### config.mk
export PLATFORM = sky130hd
export DESIGN_NAME = mem_dump_engine
export DESIGN_NICKNAME = d
export VERILOG_FILES = /design/src/rtl/mem_dump_engine_pkg.sv /design/src/rtl/dump_fifo2.sv /design/src/rtl/mem_dump_engine.sv
export SDC_FILE = /design/constraint.sdc
export NUM_CORES = 1
export LEC_CHECK = 0
export ABC_AREA = 1
export CORE_MARGIN = 5
export CORE_UTILIZATION = 56
export CTS_BUF_LIST = sky130_fd_sc_hd__clkbuf_8
export DETAILED_ROUTE_END_ITERATION = 8
export PLACE_DENSITY = 0.95
export SKIP_CTS_REPAIR_TIMING = 1
export SLEW_MARGIN = 20
export SYNTH_ARGS = -nofsm -noshare
export SYNTH_HDL_FRONTEND = slang
export SYNTH_SLANG_ARGS = --single-unit
### constraint.sdc
create_clock -name clk -period 4.25 [get_ports clk]
set_clock_uncertainty 0.1 [all_clocks]
set_input_delay 0.6375 -clock clk [delete_from_list [all_inputs] [get_ports clk]]
set_output_delay 0.6375 -clock clk [all_outputs]
set_load 0.02 [all_outputs]
### src/rtl/mem_dump_engine_pkg.sv
// Shared SoC definitions for the data-memory dump engine: word geometry and FSM encoding.
package mem_dump_engine_pkg;

  localparam int unsigned WORD_W      = 32;
  localparam int unsigned BYTE_STRIDE = 4;

  typedef enum logic [1:0] {
    ST_IDLE  = 2'd0,
    ST_READ  = 2'd1,
    ST_DRAIN = 2'd2
  } dump_state_e;

endpackage

### src/rtl/dump_fifo2.sv
// Two-entry FIFO; a push and a pop in the same cycle are accepted even when full.
module dump_fifo2 #(
  parameter int unsigned WIDTH = 32
) (
  input  logic             clk,
  input  logic             rst,
  input  logic             flush,
  input  logic             push,
  input  logic             pop,
  input  logic [WIDTH-1:0] wdata,
  output logic [WIDTH-1:0] rdata,
  output logic [1:0]       count
);

  logic [WIDTH-1:0] mem_q [2];
  logic             wr_q;
  logic             rd_q;
  logic [1:0]       cnt_q;
  logic             do_push;
  logic             do_pop;

  assign do_pop  = pop && (cnt_q != 2'd0);
  // When full, the slot being written is the head being popped this cycle.
  assign do_push = push && ((cnt_q != 2'd2) || do_pop);

  always_ff @(posedge clk) begin
    if (!rst) begin
      mem_q[0] <= '0;
      mem_q[1] <= '0;
      wr_q     <= 1'b0;
      rd_q     <= 1'b0;
      cnt_q    <= 2'd0;
    end else if (flush) begin
      wr_q  <= 1'b0;
      rd_q  <= 1'b0;
      cnt_q <= 2'd0;
    end else begin
      if (do_push) begin
        mem_q[wr_q] <= wdata;
        wr_q        <= ~wr_q;
      end
      if (do_pop) begin
        rd_q <= ~rd_q;
      end
      case ({do_push, do_pop})
        2'b10:   cnt_q <= cnt_q + 2'd1;
        2'b01:   cnt_q <= cnt_q - 2'd1;
        default: cnt_q <= cnt_q;
      endcase
    end
  end

  assign rdata = mem_q[rd_q];
  assign count = cnt_q;

endmodule

### src/rtl/mem_dump_engine.sv
// Streams DEPTH data-memory words out over a valid/ready port, read-only access.
module mem_dump_engine
  import mem_dump_engine_pkg::*;
#(
  parameter int unsigned DEPTH     = 1024,
  parameter logic [31:0] BASE_ADDR = 32'h0
) (
  input  logic                     clk,
  input  logic                     rst,
  input  logic                     start_i,
  input  logic                     abort_i,
  output logic                     mem_ce_o,
  output logic [31:0]              mem_addr_o,
  input  logic [31:0]              mem_data_i,
  output logic                     dump_valid_o,
  input  logic                     dump_ready_i,
  output logic [31:0]              dump_data_o,
  output logic [$clog2(DEPTH)-1:0] dump_index_o,
  output logic                     busy_o,
  output logic                     done_o
);

  localparam int unsigned IDX_W = $clog2(DEPTH);
  localparam int unsigned CNT_W = IDX_W + 1;
  localparam int unsigned ENT_W = IDX_W + WORD_W;
  localparam logic [CNT_W-1:0] LAST_IDX = CNT_W'(DEPTH - 1);

  dump_state_e      state_q, state_d;
  logic [CNT_W-1:0] idx_q, idx_d;
  logic             done_q, done_d;
  logic             ce_c;
  logic             flush_c;
  logic             pop_c;
  logic [1:0]       fifo_count;
  logic [ENT_W-1:0] head;

  dump_fifo2 #(.WIDTH(ENT_W)) u_fifo (
    .clk   (clk),
    .rst   (rst),
    .flush (flush_c),
    .push  (ce_c),
    .pop   (pop_c),
    .wdata ({idx_q[IDX_W-1:0], mem_data_i}),
    .rdata (head),
    .count (fifo_count)
  );

  assign dump_valid_o = (fifo_count != 2'd0);
  assign pop_c        = dump_valid_o && dump_ready_i;
  assign dump_index_o = head[ENT_W-1:WORD_W];
  assign dump_data_o  = head[WORD_W-1:0];
  assign mem_ce_o     = ce_c;
  assign mem_addr_o   = ce_c ? (BASE_ADDR + 32'(idx_q) * 32'(BYTE_STRIDE)) : 32'h0;
  assign busy_o       = (state_q != ST_IDLE);
  assign done_o       = done_q;

  always_ff @(posedge clk) begin
    if (!rst) begin
      state_q <= ST_IDLE;
      idx_q   <= '0;
      done_q  <= 1'b0;
    end else begin
      state_q <= state_d;
      idx_q   <= idx_d;
      done_q  <= done_d;
    end
  end

  // Next state; abort overrides everything, reset also suppresses the memory enable.
  always_comb begin
    state_d = state_q;
    idx_d   = idx_q;
    done_d  = 1'b0;
    ce_c    = 1'b0;
    flush_c = 1'b0;
    unique case (state_q)
      ST_IDLE: begin
        if (start_i) begin
          state_d = ST_READ;
          idx_d   = '0;
        end
      end
      ST_READ: begin
        ce_c = (fifo_count < 2'd2) || pop_c;
        if (ce_c) begin
          idx_d = idx_q + CNT_W'(1);
          if (idx_q == LAST_IDX) state_d = ST_DRAIN;
        end
      end
      ST_DRAIN: begin
        if (pop_c && (fifo_count == 2'd1)) begin
          state_d = ST_IDLE;
          done_d  = 1'b1;
        end
      end
      default: state_d = ST_IDLE;
    endcase
    if (abort_i) begin
      state_d = ST_IDLE;
      flush_c = 1'b1;
      done_d  = 1'b0;
    end
    if (!rst) ce_c = 1'b0;
  end

endmodule

# Word-level counts from Yosys, hierarchy flattened
# Memory sizes are Yosys's and may differ from the RTL's. A register that Yosys moved wholly into a read port is not among the register bits.
# Index checks and enable logic that the tools add are counted.
[classes] n_bitwise=4 n_mux=24 order_cmp=1 n_div=0 n_eq_ne=11 shift=0 n_reduce_logical=17 mul=0 n_addsub=3
[ops] op="42-bit 2-to-1 mux" count=1
[ops] op="42-bit OR reduction" count=1
[ops] op="11-bit 2-to-1 mux" count=2
[ops] op="11-bit case mux with 2 select lines" count=1
[ops] op="1-bit 2-to-1 mux" count=13
[ops] op="13-bit 2-to-1 mux" count=1
[ops] op="11-bit by 1-bit adder with 11-bit output, second input constant" count=1
[ops] op="11-bit by 10-bit == test with 1-bit output, second input constant" count=1
[ops] op="2-bit != test, second input constant" count=5
[ops] op="2-bit 2-to-1 mux" count=4
[ops] op="2-bit nonzero test" count=4
[ops] op="2-bit by 1-bit == test with 1-bit output, second input constant" count=3
[ops] op="2-bit case mux with 3 select lines" count=1
[ops] op="2-bit == test, second input constant" count=2
[ops] op="1-bit logical AND" count=4
[ops] op="1-bit NOT" count=4
[ops] op="2-bit case mux with 2 select lines" count=1
[ops] op="4-bit AND reduction" count=1
[ops] op="2-bit OR reduction" count=2
[ops] op="3-bit AND reduction" count=1
[ops] op="3-bit OR reduction" count=1
[ops] op="2-bit by 1-bit adder with 2-bit output, second input constant" count=1
[ops] op="2-bit zero test" count=1
[ops] op="1-bit logical OR" count=2
[ops] op="2 further kinds" count=2
[word_totals] ramBits=84 latch_bits=0 romBits=0 output_inout_bits=78 regBits=18 elab_cells=67 mem_count=1
[memory_table] memory="u_fifo.mem_q" words=2 word_bits=42 rd=1 rd_ports_with_merged_regs=1 wr=2 line_no="dump_fifo2.sv:15" text="logic [WIDTH-1:0] mem_q [2];"

# Logic depth before layout (Yosys ltp)
# Gate-level depths: netlist of the first run.
[depth] ltp_word=12 mapped_depth=12 mapped_depth_nobuf=12

# By module
# Synthesis of the first run repeated with hierarchy kept, for this count alone.
[unflattened] cells_unflattened=476 area_unflattened_um2=5064.9
[modules_own_cells] module="dump_fifo2" cells_per_inst=305 area_per_inst_um2=3990.1 n_inst=1 seq_area_each_um2=2622.5
[modules_own_cells] module="mem_dump_engine" cells_per_inst=171 area_per_inst_um2=1074.8 n_inst=1 seq_area_each_um2=280.3

# Least setup slack after synthesis of the first run
# No wires, ideal clock.
[synth_path] path_type="register -> register" start="register u_fifo.cnt_q[0], in the netlist u_fifo.count[0]" end="memory u_fifo.mem_q[0][0] in the netlist's numbering, enable pin" n_path_buf=1 setup_slack_ns=1.297 arrival_time_ns=2.453 stages_incl_launch_ff=11 setup_ns=0.400 cell_sequence="dfxtp_1 inv_1 ha_1 inv_2 nand2_2 nand2_1 nand2_4 nor2_8 nand4_4 buf_6 nand2_1"
[synth_rtl] element="from (decl)" line_no="dump_fifo2.sv:18" text="logic [1:0] cnt_q;"
[synth_rtl] element="from (signal assigned)" line_no="dump_fifo2.sv:46" text="2'b10: cnt_q <= cnt_q + 2'd1;"
[synth_rtl] element="from (signal assigned)" line_no="dump_fifo2.sv:47" text="2'b01: cnt_q <= cnt_q - 2'd1;"
[synth_rtl] element="from (signal assigned)" line_no="dump_fifo2.sv:48" text="default: cnt_q <= cnt_q;"
[synth_rtl] element="to (decl)" line_no="dump_fifo2.sv:15"

# Final worst setup path of the first run
[layout_path] start="input port dump_ready_i" end="output port mem_addr_o[2]"
[layout_via] elab_chain_len=5
[layout_rtl] element="from (decl)" line_no="mem_dump_engine.sv:16" text="input logic dump_ready_i,"
[layout_rtl] element="1-bit logical AND" line_no="mem_dump_engine.sv:49" text="assign pop_c = dump_valid_o && dump_ready_i;"
[layout_rtl] element="1-bit logical OR" line_no="mem_dump_engine.sv:84" text="ce_c = (fifo_count < 2'd2) || pop_c;"
[layout_rtl] element="1-bit 2-to-1 mux" line_no="mem_dump_engine.sv:76" text="unique case (state_q)"
[layout_rtl] element="1-bit 2-to-1 mux" line_no="mem_dump_engine.sv:103" text="if (!rst) ce_c = 1'b0;"
[layout_rtl] element="13-bit 2-to-1 mux" line_no="mem_dump_engine.sv:53" text="assign mem_addr_o = ce_c ? (BASE_ADDR + 32'(idx_q) * 32'(BYTE_STRIDE)) : 32'h0;"
[layout_rtl] element="to (decl)" line_no="mem_dump_engine.sv:13" text="output logic [31:0] mem_addr_o,"
# No other way between the ends.

==> results of run 1 <==
[worst max-delay path, delay by kind of cell]
kind	cells	cell delay, ns
buf+inv	3	1.35
simple gates	5	0.65
[stage by stage]
step	hold slack (ns)	power, mW	cell area (um2)
finish	0.416	1.87	6040
CTS	0.410	1.88	6040
global placement	0.366	1.36	5870
floorplan	0.345	1.28	5050
detailed placement	0.391	1.37	5870
global route	0.444	1.94	6040
[path summary, 6_finish.rpt]
kind | start | end | slack [ns] | cells after the start
setup / recovery | dump_ready_i | mem_addr_o[2] | 0.87 | 8
hold / removal | state_q[0]$_SDFFE_PP0P_ | done_o$_SDFF_PP0_ | 0.42 | 1
setup reg to reg | u_fifo.count[1]$_SDFFE_PP0P_ | u_fifo.mem_q[0][29]$_SDFFCE_PN0P_ | 1.66 | 9
hold reg to reg | state_q[0]$_SDFFE_PP0P_ | done_o$_SDFF_PP0_ | 0.42 | 1
[flip-flops by register name (all words and copies together) (netlist names), named ones only]
| name | count |
|---|---|
| state_q | 2 |
| u_fifo.count | 2 |
| idx_q | 11 |
| u_fifo.rd_q | 1 |
| done_o | 1 |
| u_fifo.wr_q | 1 |
| u_fifo.mem_q | 84 |
[cell usage in the layout, fill, tap and decap left out, types with 2 or more instances in the layout]
| cell | instances |
|---|---|
| nor2_2 | 45 |
| xor2_1 | 3 |
| conb_1 | 21 |
| nand4_1 | 3 |
| buf_4 | 4 |
| clkdlybuf4s50_1 | 93 |
| nand2_2 | 3 |
| ha_1 | 5 |
| edfxtp_1 | 84 |
| nand3_1 | 12 |
| nor2_1 | 76 |
| o21ai_0 | 2 |
| nor2_4 | 3 |
| nand2_1 | 37 |
| clkinv_4 | 2 |
| clkinv_2 | 2 |
| inv_2 | 3 |
| a21oi_1 | 11 |
| mux2_2 | 42 |
| inv_1 | 64 |
| dfxtp_1 | 18 |
| clkbuf_8 | 9 |
[cells by family after synthesis]
family / synth area share [%]
AND/OR/NAND/NOR: 18.3
other: 0.0754
buffers and inverters: 10.6
adder cells (fa/ha/maj): 1.26
multiplexers: 9.50
AO/OA/AOI/OAI: 1.46
flip-flops: 58.3
XOR/XNOR: 0.528
[area by class of cell]
cell class | count | area (um2)
clock buffers | 9 | 124
clock inverters | 7 | 42.5
fillers | 631 | 2640
inverters | 65 | 244
multi-input cells | 269 | 1630
flip-flops and latches | 103 | 2900
well taps | 108 | 135
repair buffers | 97 | 961
[routing by layer]
| metal | wire (um) | global-route usage (%) | share of wire, % | vias to the layer above |
|---|---|---|---|---|
| met5 | 0 | 0 | 0 | - |
| met4 | 117 | 4.72 | 1.1 | 0 |
| li1 | - | - | - | 1599 |
| met1 | 3910 | 22.6 | 38 | 1605 |
| met3 | 747 | 4.78 | 7.3 | 16 |
| met2 | 5440 | 34.4 | 53 | 145 |
[report_power, final]
group	switching, mW	internal (mW)
combinational	0.120	0.0905
sequential	0.0119	1.12
clock	0.319	0.209
==> out/results.tsv, run 1 <==
stage	metric	value	unit
status	status	finished, final reports clean	
yosys	synth_area	4980	um2
route	drtIter0Drc	144	
yosys	avgSynthCellArea	11.0	um2
final_layout	stdcell_count	658	
yosys	synth.distinct_cells	27	
timing	drv_slew	0	
timing	fin_ws	0.872	ns
critical_path	critPathArrivalTime	2.64	ns
yosys	synthArstFlopShare	0	%
grt	track_usage	19.1	%
final_layout	n_antenna_cell	0	
floorplan	core	8680	um2
floorplan	row_count	34	
pwr	power_leakage	2.35	nW
timing	period_needed	3.38	ns
timing	tightest_slew	1.04	ns
yosys	synth_common_cells	84 x edfxtp_1, 76 x nor2_1, 62 x inv_1	
yosys	yosysWarnings	0	
timing	fin_crit_sh	79.5	%
timing	slew_headroom	30.4	%
final_layout	fin_nets	587	
critical_path	worstPathCellList	clkdlybuf4s50_1 -> nand2_2 -> nand2_1 -> nand2_4 -> nor2_8 -> inv_1 -> nor2_1 -> clkdlybuf4s50_1	
final_layout	area_growth	21.3	%
run	max_cap_violations	0	
grt	grt_pass1_wl	16900	um
yosys	ys_ff_latch	103	
final_layout	fin_util	69.6	%
floorplan	dieArea	10900	um2
clock_network	htree_levels	3	
floorplan	die_x	104	um
clock_network	insertion_delay	0.35	ns
clock_network	cts_buffer_depth	2	
timing	hold_viol_final	0	
timing	finalSetupViolCount	0	
pwr	power.density	310	nW/um2
placement	dp_cells	642	
grt	antenna_found_initial	0	
clock_network	cts.sinks	103	
critical_path	crit_path_frequent_cell	clkdlybuf4s50_1	
clock_network	numCtsBuffers	9	
clock_network	cts_tree	done	
route	drtPass1Iterations	5	
clock_network	cts_root_buffer	clkbuf_8	
route	ant_nets	0	
worst_hold_path	hold_path.class	reg -> reg	
placement	gp_congestion	0.892	
final_layout	drive_gt1_share	21.6	%
critical_path	cpPeakStageDelay	0.64	ns
placement	io_buffers	93	
grt	grt_max_degree	44	
critical_path	path_class	in -> out	
placement	dp_hpwl	7090	um
yosys	synth.area.top_cells	edfxtp_1 51%, mux2_2 9.5%, dfxtp_1 7.6%, nor2_1 5.7%, nor2_2 5.7%	
placement	dp_slack	0.899	ns
pwr	peakVddDrop	148	uV
floorplan	pin_count	115	
route	detail_route.wl_per_cell	15.5	um
grt	grt_pass1_vias	3497	
yosys	yosysTopAreaCellShare	50.7	%
critical_path	endpoint_kind	output pin	
yosys	synth_edf_count	84	
yosys	ys.flop_type	edfxtp_1	
critical_path	slowest_stage	clkdlybuf4s50_1	
route	wl	10200	um
route	vias	3365	
critical_path	cp.required	3.51	ns
yosys	synth.most_common_cell	edfxtp_1	
yosys	yosysSeqAreaShare	58.3	%
critical_path	cp_max_fo	11	
timing	rsz0062_at_grt	no	
timing	fmax	296	MHz
yosys	synthCells	453	
timing	fin_setup_tns	0	ns
floorplan	start_util	57.3	%
route	drc	0	
critical_path	cp-start-kind	primary input	
yosys	yosysTopAreaCell	edfxtp_1	
floorplan	die_h	104	um
grt	overflow	0	
clock_network	clkSlewWorstSetupHoldPaths	0.09	ns
route	via_per_inst	5.11	
No activity file was read; power rests on OpenSTA's default activity.
==> inputs of run 2 (changes only) <==
Settings changed: CORE_UTILIZATION 56 to 52, PLACE_DENSITY 0.95 to 0.94.
Clock period 4.25 ns to 3.3 ns, I/O delays scaled along.
==> run 2 against run 1 <==
Effect of this change: register-to-register slack lost 0.43 ns; die area grew 6.9%; first-iteration DRC count grew 49%.
==> out/results.tsv, run 2 (synthesized netlist as in run 1, its figures left out) <==
stage	metric	value	unit	change
status	status	finished, final reports clean		unchanged
clock_network	cts_buffer_depth	2		unchanged
placement	io_buffers	93		unchanged
grt	overflow	0		unchanged
timing	period_needed	3.09	ns	
clock_network	insertion_delay	0.35	ns	about the same
timing	fin_ws	0.211	ns	was 0.872 ns
floorplan	die_x	108	um	was 104 um
critical_path	cp.required	2.70	ns	was 3.51 ns
floorplan	row_count	35		was 34
final_layout	stdcell_count	680		was 658
critical_path	cp-start-kind	register		was primary input
timing	finalSetupViolCount	0		unchanged
route	vias	3297		was 3365
final_layout	reg_top3	u_fifo.mem_q: 84 flops, idx_q: 11 flops		unchanged
final_layout	layout_common_cells	88 x clkdlybuf4s50_1, 84 x edfxtp_1, 76 x nor2_1		was 93 x clkdlybuf4s50_1, 84 x edfxtp_1, 76 x nor2_1
placement	dp_slack	0.225	ns	was 0.899 ns
route	drtPass1Iterations	5		unchanged
final_layout	final_common_cell	clkdlybuf4s50_1		unchanged
pwr	peakVddDrop	259	uV	was 148 uV
critical_path	slowest_stage	clkdlybuf4s50_1		unchanged
route	ant_nets	0		unchanged
final_layout	fin_nets	589		was 587
clock_network	cts_root_buffer	clkbuf_8		unchanged
grt	grt_pass1_wl	16700	um	was 16900 um
final_layout	largest_reg_flops	84		unchanged
timing	fin_crit_sh	93.6	%	
grt	track_usage	18.3	%	was 19.1%
route	drtIter0Drc	214		was 144
clock_network	cts_tree	done		unchanged
floorplan	dieArea	11600	um2	was 10900 um2
floorplan	die_h	108	um	was 104 um
placement	dp_cells	665		was 642
floorplan	start_util	53.6	%	was 57.3%
final_layout	n_antenna_cell	0		unchanged
route	detail_route.wl_per_cell	14.9	um	was 15.5 um
worst_hold_path	hold_path.class	reg -> reg		unchanged
critical_path	critPathArrivalTime	2.49	ns	was 2.64 ns
clock_network	clkSlewWorstSetupHoldPaths	0.10	ns	was 0.09 ns
pwr	power_leakage	2.47	nW	was 2.35 nW
final_layout	area_growth	23.8	%	was 21.3%
clock_network	htree_levels	3		unchanged
timing	slew_headroom	57.1	%	was 30.4%
critical_path	cp_max_fo	11		unchanged
final_layout	drive_gt1_share	22.1	%	was 21.6%
placement	dp_hpwl	7110	um	was 7090 um
timing	rsz0062_at_grt	yes		was no
final_layout	fin_util	66.4	%	was 69.6%
critical_path	worstPathCellList	inv_1 -> ha_1 -> inv_2 -> nand2_2 -> nand2_1 -> nand2_4 -> nor2_8 -> inv_1 -> nor2_1 -> clkdlybuf4s50_1		was clkdlybuf4s50_1 -> nand2_2 -> nand2_1 -> nand2_4 -> nor2_8 -> inv_1 -> nor2_1 -> clkdlybuf4s50_1
critical_path	endpoint_kind	output pin		unchanged
grt	grt_max_degree	43		was 44
route	via_per_inst	4.85		was 5.11
run	max_cap_violations	0		unchanged
worst_hold_path	hold_depth	1		unchanged
route	wl	10100	um	was 10200 um
pwr	power.density	411	nW/um2	was 310 nW/um2
final_layout	regMostFlops	u_fifo.mem_q		unchanged
critical_path	cpPeakStageDelay	0.62	ns	was 0.64 ns
floorplan	core	9280	um2	was 8680 um2
timing	fmax	324	MHz	
critical_path	path_class	reg -> out		was in -> out
critical_path	rr_worst_depth	12		was 9
placement	gp_congestion	0.851		was 0.892
grt	antenna_found_initial	0		unchanged
critical_path	crit_path_frequent_cell	inv_1		was clkdlybuf4s50_1
timing	whs	0.409	ns	was 0.416 ns
floorplan	pin_count	115		unchanged
clock_network	numCtsBuffers	9		unchanged
critical_path	r2r_slack	1.23	ns	was 1.66 ns
timing	fin_setup_tns	0	ns	unchanged
grt	grt_pass1_vias	3394		was 3497
timing	hold_viol_final	0		unchanged
route	drc	0		unchanged
timing	tightest_slew	0.643	ns	was 1.04 ns
timing	drv_slew	0		unchanged
clock_network	cts.sinks	103		unchanged
run 2: worst paths after layout:
path / start / end
setup / recovery: u_fifo.count[1]$_SDFFE_PP0P_ / mem_addr_o[12]
hold / removal: state_q[0]$_SDFFE_PP0P_ / done_o$_SDFF_PP0_
setup reg to reg: u_fifo.count[1]$_SDFFE_PP0P_ / u_fifo.count[1]$_SDFFE_PP0P_
hold reg to reg: state_q[0]$_SDFFE_PP0P_ / done_o$_SDFF_PP0_
run 2: layer usage:
layer | vias up | track usage, % | wire [um]
met4 | 0 | 4.87 | 133
li1 | 1603 | - | -
met1 | 1562 | 23.1 | 4140
met3 | 11 | 3.96 | 720
met2 | 121 | 31.6 | 5140
met5 | - | 0 | 0
run 2: power breakdown:
group	switching, mW	total, mW	internal [mW]
Combinational	0.156	0.277	0.121
Clock	0.442	0.803	0.362
Sequential	0.0138	1.45	1.44
Total	0.612	2.54	1.92
run 2: critical path, delay by kind of cell (launching register included):
kind / cells / cell delay [ns]
flops: 1 / 0.38
buf+inv: 4 / 0.99
simple gates: 5 / 0.58
fa+ha+maj: 1 / 0.19
run 2: layout make-up:
class | instances | area [um2]
fill | 680 | 3120
sequential | 103 | 2900
timing repair buffer | 99 | 1030
clock inverter | 6 | 76.3
inverter | 65 | 244
multi-input combinational | 269 | 1630
clock buffer | 9 | 124
tap | 129 | 161
run 2: metrics by stage:
| stage | total power [mW] | area [um2] |
|---|---|---|
| 2_1_floorplan | 1.65 | 5050 |
| 3_3_place_gp | 1.75 | 5950 |
| 3_5_place_dp | 1.76 | 5950 |
| 4_1_cts | 2.56 | 6150 |
| 5_1_grt | 2.63 | 6160 |
| 6_report | 2.54 | 6160 |
==> inputs of run 3 (changes only) <==
Settings changed: CTS_CLUSTER_SIZE set to 16, SKIP_CTS_REPAIR_TIMING 1 to unset, TNS_END_PERCENT set to 50.
==> run 3 against run 2 <==
Effect of this change: worst setup slack worse by 0.0016 ns; cell area unchanged; global-route usage unchanged; register-to-register slack about the same; wire length up 0.40%; clock power about the same; sequential share of layout area unchanged; flip-flop and latch count unchanged; die area unchanged.
==> out/results.tsv, run 3 (synthesized netlist as in run 1, its figures left out) <==
stage	metric	value	unit	change
final_layout	layout_common_cells	88 x clkdlybuf4s50_1, 84 x edfxtp_1, 76 x nor2_1		unchanged
clock_network	numCtsBuffers	9		unchanged
placement	dp_slack	0.225	ns	unchanged
route	ant_nets	0		unchanged
clock_network	htree_levels	3		unchanged
clock_network	cts_setup_buffers	0		
timing	finalSetupViolCount	0		unchanged
critical_path	r2r_slack	1.22	ns	was 1.23 ns
critical_path	slowest_stage	clkdlybuf4s50_1		unchanged
critical_path	endpoint_kind	output pin		unchanged
worst_hold_path	hold_depth	1		unchanged
final_layout	finish.instance_area	6160	um2	unchanged
critical_path	cp.required	2.70	ns	about the same
placement	io_buffers	93		unchanged
critical_path	cp_max_fo	11		unchanged
timing	slew_headroom	56.2	%	was 57.1%
pwr	peakVddDrop	259	uV	about the same
route	detail_route.wl_per_cell	15.0	um	was 14.9 um
route	drtPass1Iterations	4		was 5
worst_hold_path	worstHoldStart	state_q[0]$_SDFFE_PP0P_		unchanged
critical_path	path_class	reg -> out		unchanged
placement	postPlaceCellArea	5950	um2	unchanged
clock_network	cts.sinks	103		unchanged
route	drtIter0Drc	223		was 214
critical_path	rr_worst_depth	12		unchanged
final_layout	final_common_cell	clkdlybuf4s50_1		unchanged
timing	tightest_slew	0.656	ns	was 0.643 ns
grt	grt_pass1_vias	3394		unchanged
critical_path	crit_path_frequent_cell	inv_1		unchanged
critical_path	cp-start-kind	register		unchanged
grt	grt_util_met3	3.96	%	unchanged
route	drc	0		unchanged
clock_network	insertion_delay	0.35	ns	about the same
status	status	finished, final reports clean		unchanged
final_layout	fillCellCount	680		unchanged
final_layout	largest_reg_flops	84		unchanged
timing	rsz0062_at_grt	yes		unchanged
floorplan	die_x	108	um	unchanged
final_layout	n_antenna_cell	0		unchanged
pwr	power_leakage	2.47	nW	unchanged
floorplan	die_h	108	um	unchanged
placement	dp_hpwl	7110	um	unchanged
critical_path	r2r-start	u_fifo.count[1]$_SDFFE_PP0P_		unchanged
pwr	power	2.54	mW	about the same
timing	whs	0.411	ns	was 0.409 ns
critical_path	cpPeakStageDelay	0.62	ns	about the same
grt	antenna_found_initial	0		unchanged
grt	overflow	0		unchanged
timing	hold_viol_final	0		unchanged
final_layout	area_growth	23.8	%	unchanged
clock_network	hold_buffers	0		
run	max_cap_violations	0		unchanged
floorplan	start_util	53.6	%	unchanged
floorplan	pin_count	115		unchanged
floorplan	dieArea	11600	um2	unchanged
grt	track_usage	18.3	%	unchanged
grt	met1_usage	23.1	%	unchanged
clock_network	clkSlewWorstSetupHoldPaths	0.10	ns	about the same
grt	met2_usage	31.6	%	unchanged
floorplan	core	9280	um2	unchanged
clock_network	cts_root_buffer	clkbuf_8		unchanged
final_layout	drive_gt1_share	22.1	%	unchanged
final_layout	regMostFlops	u_fifo.mem_q		unchanged
clock_network	cts_tree	done		unchanged
route	wl	10200	um	was 10100 um
timing	fin_crit_sh	93.6	%	about the same
critical_path	worstPathCellList	inv_1 -> ha_1 -> inv_2 -> nand2_2 -> nand2_1 -> nand2_4 -> nor2_8 -> inv_1 -> nor2_1 -> clkdlybuf4s50_1		unchanged
route	vias	3310		was 3297
clock_network	cts_buffer_depth	2		unchanged
final_layout	reg_top3	u_fifo.mem_q: 84 flops, idx_q: 11 flops		unchanged
worst_hold_path	whs_endpoint	done_o$_SDFF_PP0_		unchanged
timing	fmax	324	MHz	about the same
final_layout	fin_nets	589		unchanged
timing	period_needed	3.09	ns	about the same
critical_path	r2r-end	u_fifo.count[1]$_SDFFE_PP0P_		unchanged
grt	gr-max-usage-layer	met2		unchanged
grt	grt_pass1_wl	16700	um	unchanged
timing	drv_slew	0		unchanged
worst_hold_path	hold_path.class	reg -> reg		unchanged
pwr	power.density	412	nW/um2	was 411 nW/um2
clock_network	post_cts_resized	0		
timing	fin_ws	0.210	ns	was 0.211 ns
critical_path	critPathArrivalTime	2.50	ns	was 2.49 ns
grt	grt_max_degree	43		unchanged
floorplan	row_count	35		unchanged
route	via_per_inst	4.87		was 4.85
placement	gp_congestion	0.851		unchanged
==> run 3: cell counts in the layout (fill, tap and decap cells not counted) <==
Identical to the previous run, type by type.
==> run 3: cell type report <==
type                    instances  area (um2)  share of cell area, %
clock inverters                 6        76.3                   1.24
clock buffers                   9         124                   2.01
repair buffers                 99        1030                   16.6
flip-flops and latches        103        2900                   47.1
inverters                      65         244                   3.96
well taps                     129         161                   2.62
multi-input cells             269        1630                   26.4
==> run 3: power breakdown <==
part,internal [mW],total (mW),switching (mW)
clock network,0.362,0.804,0.442
registers,1.44,1.45,0.0138
logic,0.121,0.278,0.157
==> run 3: how the worst max path moves through the flow <==
stage / slack (ns) / start / endpoint
floorplan: 0.35 / u_fifo.count[0]$_SDFFE_PP0P_ / u_fifo.mem_q[0][0]$_SDFFCE_PN0P_
global placement: 0.36 / dump_ready_i / mem_addr_o[3]
detailed placement: 0.22 / dump_ready_i / mem_addr_o[4]
CTS: 0.14 / u_fifo.count[1]$_SDFFE_PP0P_ / mem_addr_o[4]
global route: -0.007 / u_fifo.count[1]$_SDFFE_PP0P_ / mem_addr_o[10]
finish: 0.21 / u_fifo.count[1]$_SDFFE_PP0P_ / mem_addr_o[12]
==> run 3: critical path, delay by kind of cell (launching register included) <==
family                   cells  cell delay, ns
buffers and inverters        4            0.99
AND/OR/NAND/NOR              5            0.57
flip-flops                   1            0.38
adder cells (fa/ha/maj)      1            0.19
==> run 3: routing by layer <==
layer / vias to the layer above / share of wire [%]
met4: 0 / 1.3
met5: - / 0
met1: 1577 / 41
li1: 1603 / -
met2: 119 / 51
met3: 11 / 6.9
==> run 3: through the flow <==
step                      setup TNS (ns)  utilization [%]  instances
after floorplan                        0                -        473
final                                  0             66.4        680
after global routing             -0.0144             66.4        680
after CTS                              0             66.2        680
after global placement                 0             64.1        665
after detailed placement               0             64.1        665
